[config.mk]
export PLATFORM = sky130hd
export DESIGN_NAME = multi_lane_pattern_generator
export DESIGN_NICKNAME = d
export VERILOG_FILES = /design/src/rtl/bert_pkg.sv /design/src/rtl/prbs_parallel_step.sv /design/src/rtl/multi_lane_pattern_generator.sv
export SDC_FILE = /design/constraint.sdc
export NUM_CORES = 1
export LEC_CHECK = 0
export BUFFER_PORTS_ARGS = -buffer_cell sky130_fd_sc_hd__buf_2
export CAP_MARGIN = 25
export CELL_PAD_IN_SITES_DETAIL_PLACEMENT = 1
export CELL_PAD_IN_SITES_GLOBAL_PLACEMENT = 2
export CORE_AREA = 2 2 203 225
export DETAILED_ROUTE_END_ITERATION = 10
export DIE_AREA = 0 0 205 227
export GPL_TIMING_DRIVEN = 0
export MAX_ROUTING_LAYER = met4
export PLACE_DENSITY = 0.87
export SYNTH_ARGS = -nofsm -noshare
export SYNTH_HDL_FRONTEND = slang
export SYNTH_SLANG_ARGS = --single-unit
[constraint.sdc]
create_clock -name clk -period 10.4 [get_ports clk]
set_clock_uncertainty 0.15 [all_clocks]
set_input_delay 1.56 -clock clk [delete_from_list [all_inputs] [get_ports clk]]
set_output_delay 1.56 -clock clk [all_outputs]
set_load 0.05 [all_outputs]
[src/rtl/bert_pkg.sv]
// bert_pkg: mode encodings, PRBS tap constants and sizing helpers shared by the BERT pattern path.
package bert_pkg;

    typedef enum logic [1:0] {
        MODE_PATT   = 2'd0,
        MODE_PRBS7  = 2'd1,
        MODE_PRBS15 = 2'd2,
        MODE_PRBS31 = 2'd3
    } mode_e;

    typedef enum logic {IDLE = 1'b0, RUN = 1'b1} state_e;

    localparam int PrbsWidth = 31;

    function automatic int seed_length(input int patt_length);
        return patt_length > PrbsWidth ? patt_length : PrbsWidth;
    endfunction

    // Pattern mode reports L=31 so a seed load checks the full register for lock-up.
    function automatic logic [4:0] tap_len(input mode_e m);
        return m == MODE_PRBS7 ? 5'd7 : m == MODE_PRBS15 ? 5'd15 : 5'd31;
    endfunction

    function automatic logic [4:0] tap_pos(input mode_e m);
        return m == MODE_PRBS7 ? 5'd6 : m == MODE_PRBS15 ? 5'd14 : 5'd28;
    endfunction

endpackage

[src/rtl/prbs_parallel_step.sv]
// prbs_parallel_step: advances a Fibonacci LFSR W serial steps in one cycle, first bit to the MSB.
module prbs_parallel_step
    import bert_pkg::*;
#(
    parameter int W = 64
) (
    input  logic [PrbsWidth-1:0] state_in,
    input  logic [4:0]           len,
    input  logic [4:0]           tap,
    output logic [PrbsWidth-1:0] state_out,
    output logic [W-1:0]         bits
);

    logic [PrbsWidth-1:0] s;
    logic [4:0]           msb;
    logic [4:0]           tp;

    always_comb begin
        msb = len - 5'd1;
        tp = tap - 5'd1;
        s = state_in;
        bits = '0;
        for (int i = 0; i < W; i++) begin
            bits[W-1-i] = s[msb];
            s = {s[PrbsWidth-2:0], s[msb] ^ s[tp]};
        end
        state_out = s;
    end

endmodule

[src/rtl/multi_lane_pattern_generator.sv]
// multi_lane_pattern_generator: multi-lane pattern/PRBS source with bursts, lane inversion and error injection.
module multi_lane_pattern_generator
    import bert_pkg::*;
#(
    parameter int Lanes     = 4,
    parameter int OutBits   = 16,
    parameter int PattLength = 64,
    parameter int CountBits = 16,
    localparam int W          = Lanes * OutBits,
    localparam int SeedLength = seed_length(PattLength),
    localparam int LaneBits   = Lanes > 1 ? $clog2(Lanes) : 1,
    localparam int PosBits    = OutBits > 1 ? $clog2(OutBits) : 1
) (
    input  logic                  clk,
    input  logic                  reset,
    input  logic                  load,
    input  logic [SeedLength-1:0] load_in,
    input  logic [1:0]            mode,
    input  logic                  start,
    input  logic                  stop,
    input  logic [CountBits-1:0]  burst_len,
    input  logic [Lanes-1:0]      lane_inv,
    input  logic                  inj_err,
    input  logic [LaneBits-1:0]   inj_lane,
    input  logic [PosBits-1:0]    inj_pos,
    output logic [W-1:0]          out,
    output logic                  out_valid,
    output logic                  busy,
    output logic                  done,
    output logic [15:0]           inj_count
);

    state_e               state_q, state_d;
    mode_e                mode_q, mode_d;
    logic [CountBits-1:0] burst_q, burst_d, cnt_q, cnt_d;
    logic [PattLength-1:0] patt_q, patt_d;
    logic [PrbsWidth-1:0] prbs_q, prbs_d, prbs_next, seed_mask;
    logic [W-1:0]         out_q, out_d, prbs_bits, lane_mask, inj_mask;
    logic                 valid_q, valid_d, done_q, done_d, last;
    logic [15:0]          inj_q, inj_d;

    prbs_parallel_step #(.W(W)) u_step (
        .state_in (prbs_q),
        .len      (tap_len(mode_q)),
        .tap      (tap_pos(mode_q)),
        .state_out(prbs_next),
        .bits     (prbs_bits)
    );

    always_comb begin
        seed_mask = (31'h1 << tap_len(mode_e'(mode))) - 31'h1;
        lane_mask = '0;
        for (int k = 0; k < Lanes; k++) lane_mask[k*OutBits +: OutBits] = {OutBits{lane_inv[k]}};
        inj_mask = W'(1) << (int'(inj_lane) * OutBits + int'(inj_pos));
        last = burst_q != '0 && cnt_q + 1'b1 == burst_q;
        state_d = state_q;
        mode_d = mode_q;
        burst_d = burst_q;
        cnt_d = cnt_q;
        patt_d = patt_q;
        prbs_d = prbs_q;
        out_d = out_q;
        valid_d = 1'b0;
        done_d = 1'b0;
        inj_d = inj_q;
        if (state_q == IDLE) begin
            if (load) begin
                patt_d = load_in[PattLength-1:0];
                prbs_d = (load_in[PrbsWidth-1:0] & seed_mask) == '0 ? '1 : load_in[PrbsWidth-1:0];
            end
            if (start && !stop) begin
                state_d = RUN;
                mode_d = mode_e'(mode);
                burst_d = burst_len;
                cnt_d = '0;
            end
        end else begin
            // A stop still registers the word of its own cycle; only the state leaves RUN.
            out_d = (mode_q == MODE_PATT ? patt_q[PattLength-1 -: W] : prbs_bits) ^ lane_mask ^ (inj_err ? inj_mask : '0);
            valid_d = 1'b1;
            done_d = last && !stop;
            inj_d = inj_err && inj_q != 16'hFFFF ? inj_q + 16'd1 : inj_q;
            cnt_d = cnt_q + 1'b1;
            patt_d = mode_q == MODE_PATT ? (patt_q << W) | (patt_q >> (PattLength - W)) : patt_q;
            prbs_d = mode_q == MODE_PATT ? prbs_q : prbs_next;
            state_d = stop || last ? IDLE : RUN;
        end
    end

    always_ff @(posedge clk) begin
        if (reset) begin
            state_q <= IDLE;
            mode_q  <= MODE_PATT;
            burst_q <= '0;
            cnt_q   <= '0;
            patt_q  <= '0;
            prbs_q  <= '1;
            out_q   <= '0;
            valid_q <= 1'b0;
            done_q  <= 1'b0;
            inj_q   <= '0;
        end else begin
            state_q <= state_d;
            mode_q  <= mode_d;
            burst_q <= burst_d;
            cnt_q   <= cnt_d;
            patt_q  <= patt_d;
            prbs_q  <= prbs_d;
            out_q   <= out_d;
            valid_q <= valid_d;
            done_q  <= done_d;
            inj_q   <= inj_d;
        end
    end

    assign out       = out_q;
    assign out_valid = valid_q;
    assign busy      = state_q == RUN;
    assign done      = done_q;
    assign inj_count = inj_q;

endmodule

==> qor.txt <==
Area growth syn-to-layout -> 14.0%
RSZ-0062 raised after global routing -> no
Static leakage -> 6.98 nW
Fmax -> 128 MHz
CTS Buf Count -> 22
Clock transition at path regs -> 70 ps
Starting Density -> 37.6%
Final non-filler cell total -> 2949
Vias per cell -> 5.95
Most frequent cells in the layout -> 297 x nand2_1, 264 x nor2_1, 212 x dfxtp_1, 210 x xnor2_1, 200 x buf_2
Slew @ Worst Pin -> 1130 ps
Leading area contributor after synthesis -> dfxtp_1
Core area -> 44200 µm²
WP depth -> 23
Slew Limit Fails -> 0
Setup crit start -> mode_q[0]
Top-area cell type share of the netlist area -> 25.6%
Antenna violations before repair -> 1
GR Overflow Total -> 0
Post-route DRC -> 0
Die Y -> 227 µm
Resized Gates After CTS -> 0
Slowest-stage cell, CP -> o2bb2ai_1
Worst Setup EP -> prbs_q[2]
Reg2Reg Setup Slack -> 2600 ps
Cell Chain, Critical Path -> inv_1 -> ha_1 -> buf_6 -> buf_4 -> buf_2 -> buf_2 -> buf_2 -> buf_2 -> buf_2 -> buf_2 -> a211oi_1 -> nor2_1 -> xnor2_1 -> a211oi_1 -> nor3_1 -> o211ai_1 -> o2bb2ai_1 -> o21ai_0 -> and2_1 -> a211o_1 -> nand3_1 -> a2111oi_0 -> a311oi_1
Placed cells -> 2910
Tcrit/Tclk final -> 75.0%
First-pass GRT wire length -> 127 mm
Post-synthesis sequential area ratio -> 25.6%
Power Dens Cells -> 186 nW/µm²
Synth cell types -> 102
Final setup TNS -> 0 ps
Worst VDD drop -> 0.000126 V
Mapped Cells -> 2154
Synthesized Nets -> 2257
Vias in the first global route -> 17999
Critical Path AT -> 8050 ps
# port buffers -> 171
Total number of yosys warnings -> 0
Final wirelength -> 89.5 mm
Cell depth of the worst flop-to-flop path -> 23
GRT Total Usage -> 39.0%
Worst slew margin -> 24.6%
Top_reg_cell synth -> dfxtp_1
Slowest stage delay, CP -> 780 ps
Register bit total from synthesis -> 212
Critical path class -> reg2reg
Post-DP HPWL -> 72.9 mm
H-tree levels -> 1
Fin crit period -> 7800 ps
Worst hold slack -> 304 ps
Asr flop ratio synth -> 0%
Nets -> 2456
Hold WC Path Type -> reg2reg
Drt wl/cell -> 30.4 µm
Hold_buf cts -> 0
CTS tree -> done
RD Place Congestion -> 1.01
Status -> complete, no violations
Top Family by Delay on Critical Path -> buffers and inverters
Clk Latency, worst-skew pair -> 530 ps
Die ar. -> 46500 µm²
Final setup violation count -> 0
Initial DRT Pass Iterations -> 5
Clock tree sinks -> 212
DR iter-0 viols -> 1347
Max_cap viols -> 0
Worst reg2reg path startpoint -> mode_q[0]
Final Hold Viols -> 0
Ports -> 181
Mapped Avg Cell Area -> 7.71 µm²
Crit end category -> register
Mapped cell area -> 16600 µm²
Fraction of layout cells with a size suffix above 1 -> 14.2%
Synth area leaders -> dfxtp_1 26%, xnor2_1 11%, nand2_1 6.7%
Maximum number of pins on one net before global-route repair -> 15
Core Rows -> 81
Routed Antenna Nets -> 0
Number of enable flip-flop cells after synthesis -> 0
Most common cell after layout, fill and taps aside -> nand2_1
Setup crit start kind -> register
CTS root buf -> clkbuf_16
CP dominant cell by count -> buf_2
Chip Width -> 205 µm
Worst Path Required -> 10650 ps
Post-CTS setup buffer count -> 0
CTS Buffer Depth -> 3
R2r endpoint -> prbs_q[2]
WP buf/inv -> 9
Total number of vias -> 17544
Critical path peak fanout -> 10
## worst min-delay path, cell delays in order, from the launching register on
cell     delay (ps)
dfxtp_1         310
nand2_1          50
a21oi_1          50
## cells in the mapped netlist (13+ instances only)
library cell / n
o211ai_1: 15
xor2_1: 109
o21ai_0: 60
nor3_1: 41
nand3_1: 49
dfxtp_1: 212
or3_1: 16
buf_1: 25
nand2b_1: 13
inv_1: 23
nor2_1: 264
nor4_1: 17
nand2_1: 297
a22oi_1: 16
a31oi_1: 21
a21oi_1: 175
mux4_2: 27
a211oi_1: 69
buf_2: 28
a211o_1: 21
nand4_1: 13
o22ai_1: 18
xnor2_1: 210
and3_1: 18
mux2i_1: 73
clkbuf_1: 112
## logic make-up (layout without fill, tap and decap cells)
family,Yosys count,in the layout,synth area share (%)
AND/OR/NAND/NOR,785,785,20.8
AO/OA/AOI/OAI,502,502,20.1
flip-flops,212,212,25.6
XOR/XNOR,335,335,18.9
other,0,1,0
adder cells (fa/ha/maj),5,5,0.377
buffers and inverters,202,415,5.15
multiplexers,113,113,9.03
## worst min path at each step
| stage | depth (start not counted) | start | endpoint | slack, ps |
|---|---|---|---|---|
| 2_1_floorplan | 1 | prbs_q[30] | prbs_q[30] | 280 |
| 3_3_place_gp | 2 | patt_q[27] | patt_q[27] | 290 |
| 3_5_place_dp | 2 | patt_q[20] | patt_q[20] | 300 |
| 4_1_cts | 2 | patt_q[20] | patt_q[20] | 300 |
| 5_1_grt | 2 | patt_q[20] | patt_q[20] | 320 |
| 6_report | 2 | patt_q[20] | patt_q[20] | 300 |
## final cells by class
type | count | area [µm²]
Antenna cell | 1 | 2.50
Buffer | 176 | 757
Clock buffer | 29 | 618
Clock inverter | 9 | 78.8
Fill cell | 5531 | 25300
Inverter | 26 | 97.6
Multi-Input combinational cell | 1740 | 11500
Sequential cell | 212 | 4240
Tap cell | 581 | 727
Timing Repair Buffer | 175 | 895
## report_power, final
group / total (W) / internal (W) / switching (W)
Combinational: 0.00183 / 0.000595 / 0.00124
Sequential: 0.000896 / 0.000858 / 0.0000385
Clock: 0.000798 / 0.000444 / 0.000354
Total: 0.00353 / 0.00190 / 0.00163
## layer usage
layer	part of all wire [%]	GRT usage, %	vias up	wire [µm]
met5	0	-	-	0
li1	-	-	7902	-
met2	49	66.9	744	43600
met1	39	44.6	8651	34800
met4	6.5	21.4	0	5840
met3	5.9	4.04	247	5260
## registers in the layout, indices dropped and copies added (netlist names)
name	cells
out	64
out_valid	1
prbs_q	31
inj_count	16
patt_q	64
burst_q	16
cnt_q	16
busy	1
mode_q	2
done	1
## through the flow
stage	cell area (µm²)	setup slack, ps	util, %	total power [W]
after floorplan	16600	5380	-	0.00205
after global placement	18200	2950	41.2	0.00268
after detailed placement	18200	2950	41.2	0.00269
after CTS	18900	2960	42.8	0.00349
after global routing	18900	2570	42.8	0.00364
final	18900	2600	42.8	0.00353
(Power assumes the default switching activity.)
